## config.mk

```make
export PLATFORM = sky130hd
export DESIGN_NAME = serial_adder
export DESIGN_NICKNAME = d
export VERILOG_FILES = /design/src/rtl/serial_pkg.sv /design/src/rtl/full_adder.sv /design/src/rtl/serial_adder.sv
export SDC_FILE = /design/constraint.sdc
export NUM_CORES = 1
export LEC_CHECK = 0
export ABC_AREA = 0
export BUFFER_PORTS_ARGS = -buffer_cell sky130_fd_sc_hd__buf_2
export CAP_MARGIN = 5
export CORE_ASPECT_RATIO = 1.2
export CORE_MARGIN = 1
export CORE_UTILIZATION = 45
export CTS_CLUSTER_DIAMETER = 80
export DETAILED_ROUTE_END_ITERATION = 8
export GPL_TIMING_DRIVEN = 0
export PLACE_DENSITY = 0.73
export REMOVE_ABC_BUFFERS = 1
export SLEW_MARGIN = 10
export SYNTH_ARGS = -nofsm -noshare
export SYNTH_HDL_FRONTEND = slang
export SYNTH_SLANG_ARGS = --single-unit
```

## constraint.sdc

```tcl
create_clock -name clk -period 2 [get_ports clk]
set_input_delay 0.3 -clock clk [delete_from_list [all_inputs] [get_ports clk]]
set_output_delay 0.3 -clock clk [all_outputs]
set_load 0.02 [all_outputs]
```

## src/rtl/serial_pkg.sv

```systemverilog
// Shared definitions for the bit-serial adder: FSM state encoding and default width.
package serial_pkg;

    localparam int WIDTH_DEF = 16;

    typedef enum logic [1:0] {
        ST_IDLE  = 2'd0,
        ST_SHIFT = 2'd1,
        ST_DONE  = 2'd2
    } state_e;

endpackage

```

## src/rtl/full_adder.sv

```systemverilog
// One-bit full adder; the single combinational slice of the serial adder.
module full_adder (
    input  logic a,
    input  logic b,
    input  logic c,
    output logic sum,
    output logic carry
);

    assign sum   = a ^ b ^ c;
    assign carry = (a & b) | (c & (a ^ b));

endmodule

```

## src/rtl/serial_adder.sv

```systemverilog
// Bit-serial adder: one full_adder slice per clock, LSB first, registered carry.
// Result and carry-out update only on the edge that enters DONE.
module serial_adder
    import serial_pkg::*;
#(
    parameter int WIDTH = WIDTH_DEF
) (
    input  logic             clk,
    input  logic             rst_n,
    input  logic             in_start,
    input  logic [WIDTH-1:0] in_a,
    input  logic [WIDTH-1:0] in_b,
    input  logic             in_c,
    output logic             busy,
    output logic             done,
    output logic [WIDTH-1:0] sum,
    output logic             carry
);

    localparam int CW = (WIDTH > 2) ? $clog2(WIDTH) : 1;
    localparam logic [CW-1:0] CNT_LAST = CW'(WIDTH - 1);

    state_e           state_q, state_d;
    logic [WIDTH-1:0] a_q, a_d;
    logic [WIDTH-1:0] b_q, b_d;
    logic [WIDTH-1:0] acc_q, acc_d;
    logic [WIDTH-1:0] sum_q, sum_d;
    logic [CW-1:0]    cnt_q, cnt_d;
    logic             c_q, c_d;
    logic             carry_q, carry_d;
    logic             fa_s, fa_co;

    full_adder u_slice (
        .a     (a_q[0]),
        .b     (b_q[0]),
        .c     (c_q),
        .sum   (fa_s),
        .carry (fa_co)
    );

    always_comb begin
        state_d = state_q;
        a_d     = a_q;
        b_d     = b_q;
        c_d     = c_q;
        acc_d   = acc_q;
        cnt_d   = cnt_q;
        sum_d   = sum_q;
        carry_d = carry_q;
        unique case (state_q)
            ST_IDLE: begin
                if (in_start) begin
                    a_d     = in_a;
                    b_d     = in_b;
                    c_d     = in_c;
                    acc_d   = '0;
                    cnt_d   = '0;
                    state_d = ST_SHIFT;
                end
            end
            ST_SHIFT: begin
                acc_d = {fa_s, acc_q[WIDTH-1:1]};
                a_d   = a_q >> 1;
                b_d   = b_q >> 1;
                c_d   = fa_co;
                cnt_d = cnt_q + CW'(1);
                if (cnt_q == CNT_LAST) begin
                    // Counter parks at zero so it never runs past WIDTH-1.
                    cnt_d   = '0;
                    sum_d   = {fa_s, acc_q[WIDTH-1:1]};
                    carry_d = fa_co;
                    state_d = ST_DONE;
                end
            end
            ST_DONE:  state_d = ST_IDLE;
            default:  state_d = ST_IDLE;
        endcase
    end

    always_ff @(posedge clk) begin
        if (!rst_n) begin
            state_q <= ST_IDLE;
            a_q     <= '0;
            b_q     <= '0;
            c_q     <= 1'b0;
            acc_q   <= '0;
            cnt_q   <= '0;
            sum_q   <= '0;
            carry_q <= 1'b0;
        end else begin
            state_q <= state_d;
            a_q     <= a_d;
            b_q     <= b_d;
            c_q     <= c_d;
            acc_q   <= acc_d;
            cnt_q   <= cnt_d;
            sum_q   <= sum_d;
            carry_q <= carry_d;
        end
    end

    assign busy  = (state_q != ST_IDLE);
    assign done  = (state_q == ST_DONE);
    assign sum   = sum_q;
    assign carry = carry_q;

endmodule

```

==> flow_summary_export.csv <==
group,metric,value,unit
status,status,"finished, final reports clean",
power_and_ir_drop,power.internal,2.31,mW
grt,antenna_found_initial,0,
routing,dr.pass1.iters,4,
worst_hold_path,hold_path_end,"b_q[11]",
floorplanning,rows,31,
synth,synth_area,0.00288,mm2
worst_setup_path,slowest_delay,620,ps
clock_tree,cts_resized,0,
worst_setup_path,crit_type,"reg2reg",
floorplanning,core-area,0.00609,mm2
floorplanning,die_area,0.00672,mm2
grt,track_usage,16.9,%
worst_setup_path,worstRegToRegCells,4,
routing,drcViolationCount,0,
final_layout,fin_area,0.00337,mm2
sta,slew_headroom,46.5,%
floorplanning,die_x,75.0,um
place,dpl.hpwl,3280,um
sta,finalCritPeriodShare,87.3,%
worst_setup_path,regToRegSetupSlack,250,ps
final_layout,post-route-util,55.3,%
clock_tree,clock_latency,330,ps
clock_tree,hold_buffers,0,
clock_tree,cts_setup_buffers,0,
clock_tree,cts.sinks,71,
worst_setup_path,start_kind,"register",
final_layout,multiInputGateArea,0.00130,mm2
sta,drv_slew,0,
clock_tree,cts_tree,"yes",
worst_setup_path,crit_path_end_kind,"register",
synth,synth_cells,258,
final_layout,final_nets,342,
final_layout,fillerInstances,545,
sta,hold_violations,0,
final_layout,regArea,0.00142,mm2
clock_tree,cts-root-buf,"clkbuf_8",
power_and_ir_drop,seqPwrFrac,50.7,%
power_and_ir_drop,p_sw_share,21.8,%
power_and_ir_drop,power_leakage,1.46,nW
worst_setup_path,reg2reg_to,"sum[8]",
floorplanning,die_h,89.6,um
sta,timing.hold.ws,235,ps
routing,first_iter_violations,62,
sta,fin_crit,1750,ps
worst_setup_path,crit_slowest_cell,"dfxtp_1",
final_layout,final_cell_count_no_fill,391,
final_layout,syn_to_final_growth,17.1,%
sta,fmax,573,MHz
power_and_ir_drop,p_total,2.96,mW
routing,dr_total_vias,2011,
sta,setup_viol,0,
sta,fin_worst_skew,8.38,ps
grt,grt_pass1_vias,1920,
worst_setup_path,crit_chain,"nand2b_4 -> nor2_8 -> buf_12 -> mux2i_1",
grt,gr-total-overflow,0,
floorplanning,pin_count,55,
synth,synth_cell_type_count,34,
place,dp_cells,373,
routing,wire_per_inst,13.5,um
worst_hold_path,hold_depth,3,
sta,rsz0062_at_grt,"false",
final_layout,drive_gt1_share,25.6,%
place,dpl_cell_area,0.00311,mm2
place,finalWeightedCongestion,0.779,
routing,vias_per_cell,5.14,
power_and_ir_drop,p_per_area,879,mW/mm2
sta,tightest_slew,803,ps
worst_setup_path,crit_arrival,2000,ps
final_layout,antennaDiodeCount,0,
job,max_cap_violations,0,
floorplanning,start_util,47.2,%
clock_tree,cts_buffer_depth,2,
power_and_ir_drop,p_clk_share,41.9,%
power_and_ir_drop,switching_power,0.645,mW
place,port_buffers,54,
clock_tree,numCtsBuffers,9,
worst_hold_path,min_path_type,"in2reg",
synth,ys_seq_area_share,49.4,%
clock_tree,cts_max_level,3,
grt,grt_pass1_wl,8490,um
worst_hold_path,worstHoldStart,"in_b[11]",
clock_tree,cts.reportedPaths.clkPinSlew,70,ps
power_and_ir_drop,max-vdd-ir-drop,615,uV
grt,grt_max_degree,49,
routing,wirelength,5280,um
worst_setup_path,r2r_start,"state_q[0]",
worst_setup_path,cp_max_fo,32,
synth,ys_warn_count,0,
synth,avgSynthCellArea,11.1,um2
power_and_ir_drop,comb_power_share,7.4,%
worst_setup_path,crit_required,2250,ps
synth,ys_seq_elements,71,
routing,detail-route-antenna-nets,0,
[cell type report]
class / count / area share, %
inverter: 1 / 0.111
multi-input combinational: 164 / 38.7
clock buffer: 14 / 5.72
timing repair buffer: 57 / 9.18
clock inverter: 2 / 1.04
sequential: 71 / 42.2
tap: 82 / 3.05
[metal layers]
| layer | global-route usage (%) | up-vias | wire (um) |
|---|---|---|---|
| li1 | - | 1024 | - |
| met1 | 20.3 | 929 | 2570 |
| met2 | 27.9 | 48 | 2360 |
| met3 | 4.02 | 10 | 261 |
| met4 | 8.75 | 0 | 89 |
| met5 | 0 | - | 0 |
[placed cells by master (no fill, tap or decap)]
cell type	instances
a211o_1	1
a21boi_0	1
a21boi_1	1
a21oi_1	1
a22o_1	19
a32o_1	2
and2_1	1
and2_4	1
and3_1	1
and3b_1	1
and4_1	1
buf_12	1
buf_2	54
buf_4	1
buf_6	1
bufinv_16	1
clkbuf_8	14
clkinv_2	1
dfxtp_1	71
fa_1	1
ha_1	1
inv_1	1
mux2i_1	47
nand2_1	38
nand2b_4	1
nand3_1	2
nor2_8	1
nor2b_1	5
nor3b_1	2
o21ai_0	2
o21ai_2	1
o21bai_4	1
o2bb2ai_1	30
or2_2	1
or3_1	1
[cell families after synthesis]
group,Yosys count,share of synthesized area (%)
AOI/OAI and AO/OA,59,17.8
adders and majority gates,2,1.13
buffers and inverters,23,5.44
DFF,71,49.4
muxes,47,16.4
and+or+nand+nor,56,9.87
[critical path: cells and delay by family (launching register included)]
kind / cells / cell delay [ps]
flip-flops: 1 / 620
AND/OR/NAND/NOR: 2 / 650
multiplexers: 1 / 200
buffers and inverters: 1 / 170
[worst max-delay path by stage]
stage	startpoint	endpoint	slack, ps
6_report	state_q[0]	sum[8]	250
4_1_cts	state_q[0]	sum[4]	60
3_3_place_gp	state_q[0]	a_q[4]	-490
5_1_grt	state_q[0]	sum[8]	90
2_1_floorplan	state_q[0]	a_q[0]	200
3_5_place_dp	rst_n	cnt_q[3]	-10
[Yosys cell counts (all sizes together)]
cell	instances	area (um2)
buf	16	129
and4	1	8.76
o2bb2ai	30	263
and3	1	6.26
or2	1	6.26
o21ai	3	15.0
a22o	19	166
nand2	38	143
inv	1	3.75
o21bai	1	18.8
a211o	1	8.76
a21oi	1	5.00
fa	1	20.0
a21boi	2	15.0
or3	1	6.26
ha	1	12.5
and2	2	15.0
dfxtp	71	1420
nand3	2	10.0
nor2b	5	31.3
and3b	1	8.76
clkbuf	6	23.8
nor2	1	20.0
a32o	2	20.0
mux2i	47	470
nand2b	1	13.8
nor3b	2	15.0
[through the flow]
step | setup TNS [ps] | setup WS [ps]
6_report | 0 | 255
5_1_grt | 0 | 89.8
4_1_cts | 0 | 61.9
3_5_place_dp | -10.5 | -10.5
3_3_place_gp | -14470 | -488
2_1_floorplan | 0 | 202
[registers in the layout, summed over array words and instances (netlist names)]
name	flops
b_q	16
a_q	16
c_q	1
cnt_q	4
state_q	2
acc_q	15
sum	16
carry	1
[power groups by stage]
stage               Clock (mW)  Combinational (mW)  Sequential, mW
floorplan                    0               0.141            1.53
global placement             0               0.215            1.53
detailed placement           0               0.223            1.53
CTS                       1.27               0.224            1.50
global route              1.33               0.246            1.51
finish                    1.24               0.218            1.50
Power figures use the tool's default switching activity.
